===== src/rtl/snoopy_invalidate_responder.sv =====
// Snoop-side responder of an invalidate-protocol snoopy cache: tag lookup, dirty-line intervention, state update.
// Optional hit/intervention counters are built when SNOOP_STATISTICS_EN is defined.
module snoopy_invalidate_responder #(
  parameter int TAG_WIDTH    = 8,
  parameter int INDEX_WIDTH  = 6,
  parameter int OFFSET_WIDTH = 4,
  parameter int DATA_WIDTH   = 32,
  parameter int STATE_WIDTH  = 2
) (
  input  logic                                        clock,
  input  logic                                        reset,
  input  logic                                        commandValid,
  input  logic [1:0]                                  commandIn,
  input  logic [TAG_WIDTH+INDEX_WIDTH+OFFSET_WIDTH-1:0] addressIn,
  output logic                                        commandDone,
  output logic                                        hit,
  output logic [INDEX_WIDTH-1:0]                      cacheIndex,
  output logic [OFFSET_WIDTH-1:0]                     cacheOffset,
  input  logic [TAG_WIDTH-1:0]                        cacheTag,
  input  logic [STATE_WIDTH-1:0]                      cacheState,
  input  logic [DATA_WIDTH-1:0]                       cacheData,
  output logic                                        stateWrite,
  output logic [STATE_WIDTH-1:0]                      stateNext,
  output logic [DATA_WIDTH-1:0]                       dataOut,
  output logic                                        dataValid,
  input  logic                                        dataReady
`ifdef SNOOP_STATISTICS_EN
  ,
  output logic [15:0]                                 snoopHitCount,
  output logic [15:0]                                 interventionCount
`endif
);

  localparam int ADDR_W = TAG_WIDTH + INDEX_WIDTH + OFFSET_WIDTH;
  localparam logic [1:0] CMD_NONE = 2'd0;
  localparam logic [1:0] CMD_READ = 2'd1;
  localparam logic [1:0] CMD_INV  = 2'd3;
  localparam logic [STATE_WIDTH-1:0] ST_INVALID = STATE_WIDTH'(0);
  localparam logic [STATE_WIDTH-1:0] ST_VALID   = STATE_WIDTH'(1);
  localparam logic [STATE_WIDTH-1:0] ST_DIRTY   = STATE_WIDTH'(2);

  typedef enum logic [2:0] {IDLE, LOOKUP, SUPPLY, UPDATE, DONE} state_e;

  state_e                  state_q, state_d;
  logic [1:0]              cmd_q, cmd_d;
  logic [TAG_WIDTH-1:0]    tag_q, tag_d;
  logic [INDEX_WIDTH-1:0]  index_q, index_d;
  logic [OFFSET_WIDTH-1:0] cnt_q, cnt_d;
  logic                    done_q, done_d, hit_q, hit_d, wr_q, wr_d, dv_q, dv_d;
  logic [STATE_WIDTH-1:0]  next_q, next_d;
  logic [DATA_WIDTH-1:0]   dout_q, dout_d;
  logic                    lookup_hit, xfer;
  logic [STATE_WIDTH-1:0]  update_state;
  logic                    unused_offset;

  assign unused_offset = ^addressIn[OFFSET_WIDTH-1:0];
  assign lookup_hit    = (cacheState != ST_INVALID) && (cacheTag == tag_q);
  assign xfer          = dv_q && dataReady;
  // Reads leave a clean shared copy; exclusive reads and invalidates drop the line.
  assign update_state  = (cmd_q == CMD_READ) ? ST_VALID : ST_INVALID;

  always_comb begin
    state_d = state_q;
    cmd_d   = cmd_q;
    tag_d   = tag_q;
    index_d = index_q;
    cnt_d   = cnt_q;
    done_d  = 1'b0;
    hit_d   = hit_q;
    wr_d    = 1'b0;
    next_d  = '0;
    dv_d    = dv_q;
    dout_d  = dout_q;
    case (state_q)
      IDLE: begin
        if (commandValid) begin
          cmd_d   = commandIn;
          tag_d   = addressIn[ADDR_W-1 -: TAG_WIDTH];
          index_d = addressIn[OFFSET_WIDTH +: INDEX_WIDTH];
          cnt_d   = '0;
          state_d = LOOKUP;
        end
      end
      LOOKUP: begin
        hit_d = lookup_hit;
        if (!lookup_hit || cmd_q == CMD_NONE ||
            (cacheState == ST_VALID && cmd_q == CMD_READ)) begin
          state_d = DONE;
          done_d  = 1'b1;
        end else if (cacheState == ST_DIRTY && cmd_q != CMD_INV) begin
          state_d = SUPPLY;
          dv_d    = 1'b1;
          dout_d  = cacheData;
        end else begin
          state_d = UPDATE;
          wr_d    = 1'b1;
          next_d  = update_state;
        end
      end
      SUPPLY: begin
        if (xfer) begin
          cnt_d = cnt_q + OFFSET_WIDTH'(1);
          if (cnt_q == '1) begin
            dv_d    = 1'b0;
            dout_d  = '0;
            state_d = UPDATE;
            wr_d    = 1'b1;
            next_d  = update_state;
          end else begin
            dout_d = cacheData;
          end
        end
      end
      UPDATE: begin
        state_d = DONE;
        done_d  = 1'b1;
      end
      DONE: begin
        state_d = IDLE;
        hit_d   = 1'b0;
      end
      default: state_d = IDLE;
    endcase
  end

  always_comb begin
    cacheIndex  = index_q;
    cacheOffset = '0;
    if (state_q == IDLE)
      cacheIndex = commandValid ? addressIn[OFFSET_WIDTH +: INDEX_WIDTH] : '0;
    // The array has one cycle of read latency, so address the word after the one loading into dataOut.
    if (state_q == LOOKUP || state_q == SUPPLY)
      cacheOffset = cnt_d + OFFSET_WIDTH'(1);
  end

  always_ff @(posedge clock or negedge reset) begin
    if (!reset) begin
      state_q <= IDLE;
      cmd_q   <= CMD_NONE;
      tag_q   <= '0;
      index_q <= '0;
      cnt_q   <= '0;
      done_q  <= 1'b0;
      hit_q   <= 1'b0;
      wr_q    <= 1'b0;
      next_q  <= '0;
      dv_q    <= 1'b0;
      dout_q  <= '0;
    end else begin
      state_q <= state_d;
      cmd_q   <= cmd_d;
      tag_q   <= tag_d;
      index_q <= index_d;
      cnt_q   <= cnt_d;
      done_q  <= done_d;
      hit_q   <= hit_d;
      wr_q    <= wr_d;
      next_q  <= next_d;
      dv_q    <= dv_d;
      dout_q  <= dout_d;
    end
  end

  assign commandDone = done_q;
  assign hit         = hit_q;
  assign stateWrite  = wr_q;
  assign stateNext   = next_q;
  assign dataOut     = dout_q;
  assign dataValid   = dv_q;

`ifdef SNOOP_STATISTICS_EN
  logic [15:0] hit_cnt_q, hit_cnt_d, iv_cnt_q, iv_cnt_d;

  always_comb begin
    hit_cnt_d = hit_cnt_q;
    iv_cnt_d  = iv_cnt_q;
    if (state_q == DONE && hit_q && hit_cnt_q != 16'hFFFF)
      hit_cnt_d = hit_cnt_q + 16'd1;
    if (state_q == LOOKUP && state_d == SUPPLY && iv_cnt_q != 16'hFFFF)
      iv_cnt_d = iv_cnt_q + 16'd1;
  end

  always_ff @(posedge clock or negedge reset) begin
    if (!reset) begin
      hit_cnt_q <= '0;
      iv_cnt_q  <= '0;
    end else begin
      hit_cnt_q <= hit_cnt_d;
      iv_cnt_q  <= iv_cnt_d;
    end
  end

  assign snoopHitCount     = hit_cnt_q;
  assign interventionCount = iv_cnt_q;
`endif

endmodule


===== config.mk =====
export PLATFORM = sky130hd
export DESIGN_NAME = snoopy_invalidate_responder
export DESIGN_NICKNAME = d
export VERILOG_FILES = /design/src/rtl/snoopy_invalidate_responder.sv
export SDC_FILE = /design/constraint.sdc
export NUM_CORES = 1
export LEC_CHECK = 0
export CORE_MARGIN = 2
export CORE_UTILIZATION = 47
export CTS_BUF_LIST = sky130_fd_sc_hd__clkbuf_16
export CTS_CLUSTER_SIZE = 20
export DETAILED_ROUTE_END_ITERATION = 12
export PLACE_DENSITY = 0.81
export SYNTH_ARGS = -nofsm -noshare
export SYNTH_HDL_FRONTEND = slang
export SYNTH_SLANG_ARGS = --single-unit

===== constraint.sdc =====
create_clock -name clock -period 4.4 [get_ports clock]
set_input_delay 0.44 -clock clock [delete_from_list [all_inputs] [get_ports clock]]
set_output_delay 0.44 -clock clock [all_outputs]
set_load 0.01 [all_outputs]

==> results of run 1 <==
-- kinds of logic after synthesis --
kind of cell | Yosys count
simple gates | 74
flops | 60
buf+inv | 56
mux | 50
compound gates | 33
xor+xnor | 7
fa+ha+maj | 2
other cells | 1
-- area by class of cell --
cell class / count / area share, %
timing repair buffer: 112 / 25.5
clock inverter: 7 / 0.835
sequential: 60 / 34.6
multi-input combinational: 167 / 28.3
clock buffer: 9 / 5.18
inverter: 41 / 3.54
tap: 75 / 2.16
-- Yosys cell counts (2+ instances only) --
library cell	n
mux2_2	10
nand2b_1	4
buf_4	2
o211a_1	3
mux2i_1	34
nor2_1	7
inv_1	41
ha_1	2
nand2_1	39
clkbuf_1	9
a221o_1	2
o21ai_0	4
o22ai_1	4
nand3_1	5
mux2_1	6
a22o_1	7
xnor2_1	6
o31ai_1	2
nor3_1	5
a21oi_1	6
dfrtp_1	60
and3_1	4
buf_6	3
-- stage by stage --
stage          utilization, %  hold WS (ns)
2_1_floorplan               -         0.144
3_3_place_gp             68.2         0.489
3_5_place_dp             68.2         0.499
4_1_cts                  72.5         0.307
5_1_grt                  72.5         0.347
6_report                 72.5         0.273
-- layer usage --
| layer | track usage (%) | share of wire (%) |
|---|---|---|
| met1 | 26.3 | 44 |
| met2 | 31.8 | 46 |
| met3 | 6.56 | 8.1 |
| met4 | 8.49 | 2.3 |
| met5 | 0 | 0 |
-- where the power goes --
group / leakage [nW] / total [W] / switching, W / internal [W]
Clock: 0.131 / 0.000604 / 0.000233 / 0.000372
Sequential: 0.700 / 0.000863 / 0.000116 / 0.000747
Combinational: 1.44 / 0.000803 / 0.000323 / 0.000480
Total: 2.27 / 0.00227 / 0.000672 / 0.00160
-- registers in the layout, indices dropped and copies added (netlist names) --
name / count
state_q: 3
stateNext: 1
cmd_q: 2
dataValid: 1
commandDone: 1
stateWrite: 1
cnt_q: 4
tag_q: 8
index_q: 6
hit: 1
dataOut: 32
-- placed cells by master (no fill, tap or decap), types with 3 or more instances in the layout --
master	n
clkdlybuf4s50_1	107
dfrtp_1	60
inv_1	43
nand2_1	39
mux2i_1	34
mux2_2	10
clkbuf_16	9
nor2_1	7
a22o_1	7
xnor2_1	6
a21oi_1	6
mux2_1	6
nand3_1	5
nor3_1	5
o22ai_1	4
nand2b_1	4
and3_1	4
o21ai_0	4
buf_4	4
o211a_1	3
-- final timing paths --
| check | startpoint | endpoint | slack (ns) | cells past startpoint |
|---|---|---|---|---|
| max in group asynchronous | reset | tag_q[3] | 3.64 | 2 |
| worst max register to register | state_q[0] | dataOut[28] | 1.97 | 6 |
| worst min register to register | index_q[2] | index_q[2] | 0.50 | 1 |
| min in group clock | index_q[2] | index_q[2] | 0.50 | 1 |
| worst max-delay path | state_q[0] | cacheOffset[1] | 1.17 | 6 |
| worst min-delay path | reset | cnt_q[2] | 0.27 | 2 |
==> out/qor.csv, run 1 <==
metric,value,unit
syn avg cell area,10.5,um^2
Most used DFF post-synth,dfrtp_1,
# nets final,459,
Seq cells post-synth,60,
worst-skew pair later-pin latency,0.32,ns
final cell count without fillers,471,
Mapped Nets,351,
Die W,83.4,um
fmax,0.309,GHz
Hold Crit Class,primary input to asynchronous set/reset pin,
first-pass GRT wire length,11400,um
worst path cell trace,"or3_1, o21ai_1, mux2i_1, ha_1, and3_1, clkdlybuf4s50_1",
Initial Utilization,49.5,%
Synth Cell Area,2960,um^2
vias in the first global route,2399,
maximum root-to-sink buffer count,2,
setup tns final,0,ns
Total Power,0.00227,W
via count,2361,
WP data required,3.96,ns
Critical Path Sink Type,output port,
unrepaired setup endpoints after global routing,false,
register cell area after layout,1500,um^2
main combinational cell family by area after synthesis,multiplexers,
"Slew Viols, Final",0,
worst setup margin,1.17,ns
Global Route Usage Sum,20.4,%
P&R area growth vs syn,46.7,%
mux cell area share after synthesis,17.6,%
clock-pin slew on the worst setup and hold paths,0.05,ns
leakage,2.27,nW
CTS H-Tree Depth,3,
ranking of synthesized cells by area,"dfrtp_1 (51%), mux2i_1 (11%), inv_1 (5.2%), nand2_1 (4.9%), mux2_2 (3.8%)",
post-synthesis adder-cell area fraction,0.845,%
1st-iter DRT viols,61,
CTS Buf Count,9,
Final Skew,0.00308,ns
post-synth top area share,50.7,%
Final Hold Viols,0,
Rows,28,
buffers and inverters on the worst path,1,
asr flop ratio synth,100,%
dominant cell type by area after synthesis,dfrtp_1,
Power Density,522,nW/um^2
register area share after synthesis,50.7,%
die height,83.4,um
Peak VDD IR,0.301,mV
grt total ovfl,0,
Worst path slowest cell,dfrtp_1,
placed cell area,4080,um^2
Core Area,5990,um^2
drt drc,0,
Post-CTS Setup Bufs,0,
DP Cell Count,455,
Final setup viols,0,
final worst-path cycle share,73.5,%
Crit Path Category,flip-flop to output port,
post-route cell area,4350,um^2
Post-Synth XOR/XNOR Area,2.07,%
post-synthesis simple-gate area fraction,12.0,%
DRT antenna net count,0,
GPL Wtd Cong,0.802,
count of flip-flops with a built-in enable after synthesis,0,
die area,6950,um^2
CTS tree,done,
root buf cell,clkbuf_16,
Final min period,3.23,ns
I/O Pins,114,
Compound-Gate Fraction of Synth Area,8.53,%
Multi-input gate area,1230,um^2
Slew headroom,50.3,%
Routed WL,6700,um
crit-path max cell delay,0.57,ns
DP Worst Slack,1.33,ns
Worst-Margin Slew,0.746,ns
HPWL after DPL,4780,um
status,finished clean,
clk sinks,60,
Avg WL per Cell,14.2,um
largest net degree at the start of global routing,61,
Worst Path Arrival,2.79,ns
"CP delay by family, top",simple AND/OR/NAND/NOR gates,
vias per cell,5.01,
Buffers on Ports,108,
# resized after CTS,0,
max cap viols,0,
1st-pass router iterations,4,
yosys warns,0,
Syn Inst Count,283,
"Distinct cells, synth",41,
hold_buf cts,0,
final-layout fill cell count,433,
initial antenna violation count,0,
Critical Path Fanout Max,16,
share of post-route cells with drive strength above 1,7.83,%
CP startpoint kind,flip-flop,
n_diodes,0,
No activity file was read; power rests on OpenSTA's default activity.
==> run 2, diff against run 1 <==
--- a/config.mk
+++ b/config.mk
@@ -6,11 +6,11 @@
 export NUM_CORES = 1
 export LEC_CHECK = 0
 export CORE_MARGIN = 2
-export CORE_UTILIZATION = 47
+export CORE_UTILIZATION = 40
 export CTS_BUF_LIST = sky130_fd_sc_hd__clkbuf_16
 export CTS_CLUSTER_SIZE = 20
 export DETAILED_ROUTE_END_ITERATION = 12
-export PLACE_DENSITY = 0.81
+export PLACE_DENSITY = 0.73
 export SYNTH_ARGS = -nofsm -noshare
 export SYNTH_HDL_FRONTEND = slang
 export SYNTH_SLANG_ARGS = --single-unit
==> constraint.sdc (replaced) <==
create_clock -name clock -period 2.86 [get_ports clock]
set_input_delay 0.286 -clock clock [delete_from_list [all_inputs] [get_ports clock]]
set_output_delay 0.286 -clock clock [all_outputs]
set_load 0.01 [all_outputs]
==> out/qor.csv, run 2 (synthesis results as in run 1) <==
metric,value,unit
Worst Setup SP,state_q[2],
die height,90.1,um
Worst-Margin Slew,0.556,ns
status,finished clean,
post-route cell area,4520,um^2
final-layout fill cell count,602,
I/O Pins,114,
final worst-path cycle share,95.2,%
largest net degree at the start of global routing,42,
share of post-route cells with drive strength above 1,11.8,%
# nets final,469,
R2R Path Start,state_q[2],
Initial Utilization,41.1,%
R2R Setup Slk,0.52,ns
via count,2380,
Largest register FFs,32,
CP startpoint kind,flip-flop,
initial antenna violation count,0,
Final Hold Viols,0,
clk sinks,60,
Slew headroom,62.9,%
drt drc,0,
DP Worst Slack,0.111,ns
placed cell area,4170,um^2
Final min period,2.72,ns
Routed WL,6940,um
Critical Path Sink Type,output port,
Global Route Usage Sum,17.7,%
final core utilization,62.6,%
CTS H-Tree Depth,3,
fmax,0.367,GHz
Worst path slowest cell,clkdlybuf4s50_1,
Power Density,803,nW/um^2
CTS Buf Count,9,
Avg WL per Cell,13.7,um
register cell area after layout,1500,um^2
WP data required,2.57,ns
HPWL after DPL,4890,um
1st-pass router iterations,4,
most frequent cells in the layout,"clkdlybuf4s50_1 (106), dfrtp_1 (59), inv_1 (41)",
FF-to-FF path depth,7,
Final Skew,0.00666,ns
vias in the first global route,2465,
leakage,2.35,nW
"most common cell after layout, fill and taps aside",clkdlybuf4s50_1,
die area,8110,um^2
worst path cell trace,"or3_1, o21ai_2, mux2i_2, ha_1, xnor2_1, nor2_1, clkdlybuf4s50_1",
Rows,31,
n_diodes,0,
Final setup viols,0,
reg-to-reg endpoint,dataOut[20],
GPL Wtd Cong,0.782,
Crit Path Category,flip-flop to output port,
Critical Path Fanout Max,5,
clock-pin slew on the worst setup and hold paths,0.05,ns
root buf cell,clkbuf_16,
Multi-input gate area,1250,um^2
max cap viols,0,
P&R area growth vs syn,52.5,%
"CP delay by family, top",buffers and inverters,
Worst Path Arrival,2.44,ns
Total Power,0.00363,W
worst setup margin,0.137,ns
maximum root-to-sink buffer count,2,
CTS tree,done,
crit-path max cell delay,0.53,ns
Peak VDD IR,0.412,mV
"Slew Viols, Final",0,
Die W,90.1,um
vias per cell,4.71,
buffers and inverters on the worst path,1,
worst-skew pair later-pin latency,0.32,ns
first-pass GRT wire length,11600,um
setup tns final,0,ns
Core Area,7210,um^2
grt total ovfl,0,
Buffers on Ports,108,
Hold Crit Class,primary input to asynchronous set/reset pin,
1st-iter DRT viols,78,
DRT antenna net count,0,
run 2: stage by stage:
stage                     hold slack, ns  std cells
after global placement             0.283        485
after CTS                          0.474        503
after global routing               0.507        505
after detailed placement           0.272        485
after floorplan                 -0.00959        283
final                              0.459        505
run 2: timing repair:
action / 4_1_cts / 5_1_grt
endpoints found under the setup margin: 3 / 3
setup buffers: 1 / 2
resized for setup: 1 / 6
endpoints found under the hold margin: 19 / 0
hold buffers: 1 / 0
pin swaps: 0 / 0
run 2: final cells by class:
cell class,instances,share of cell area [%]
inverter,41,3.41
clock buffer,9,4.98
timing repair buffer,122,26.5
clock inverter,7,1.50
multi-input combinational,167,27.6
tap,99,2.74
sequential,60,33.3
run 2: worst register-to-register path, cell delays in order (launching register included):
cell and delay, ns:
dfrtp_1 0.44, buf_4 0.20, or3b_4 0.42, a2111o_1 0.41, nand2_1 0.12, o211ai_4 0.07
buf_4 0.32, mux2i_1 0.20
run 2: worst max path at each step:
stage	end	cells past startpoint
6_report	cacheOffset[2]	7
5_1_grt	cacheOffset[2]	7
4_1_cts	cacheOffset[3]	7
3_5_place_dp	cacheOffset[2]	9
3_3_place_gp	cacheOffset[2]	9
2_1_floorplan	cacheOffset[2]	8
run 2: where the power goes:
part | switching (W) | internal, W | total, W
sequential | 0.000167 | 0.00115 | 0.00132
combinational | 0.000508 | 0.000757 | 0.00127
clock | 0.000380 | 0.000668 | 0.00105
run 2: per-layer routing:
layer  global-route usage (%)  up-vias  routed length (um)
li1                         -     1179                   -
met3                     5.20       14                 441
met1                     23.3     1106                3150
met4                     8.08        0                 156
met2                     26.9       81                3190
met5                        0        -                   0
==> run 3, diff against run 2 <==
--- a/config.mk
+++ b/config.mk
@@ -5,6 +5,7 @@
 export SDC_FILE = /design/constraint.sdc
 export NUM_CORES = 1
 export LEC_CHECK = 0
+export CAP_MARGIN = 5
 export CORE_MARGIN = 2
 export CORE_UTILIZATION = 40
 export CTS_BUF_LIST = sky130_fd_sc_hd__clkbuf_16
==> results of run 3 <==
No change in the layout: final DEF, timing and power equal those of run 2.
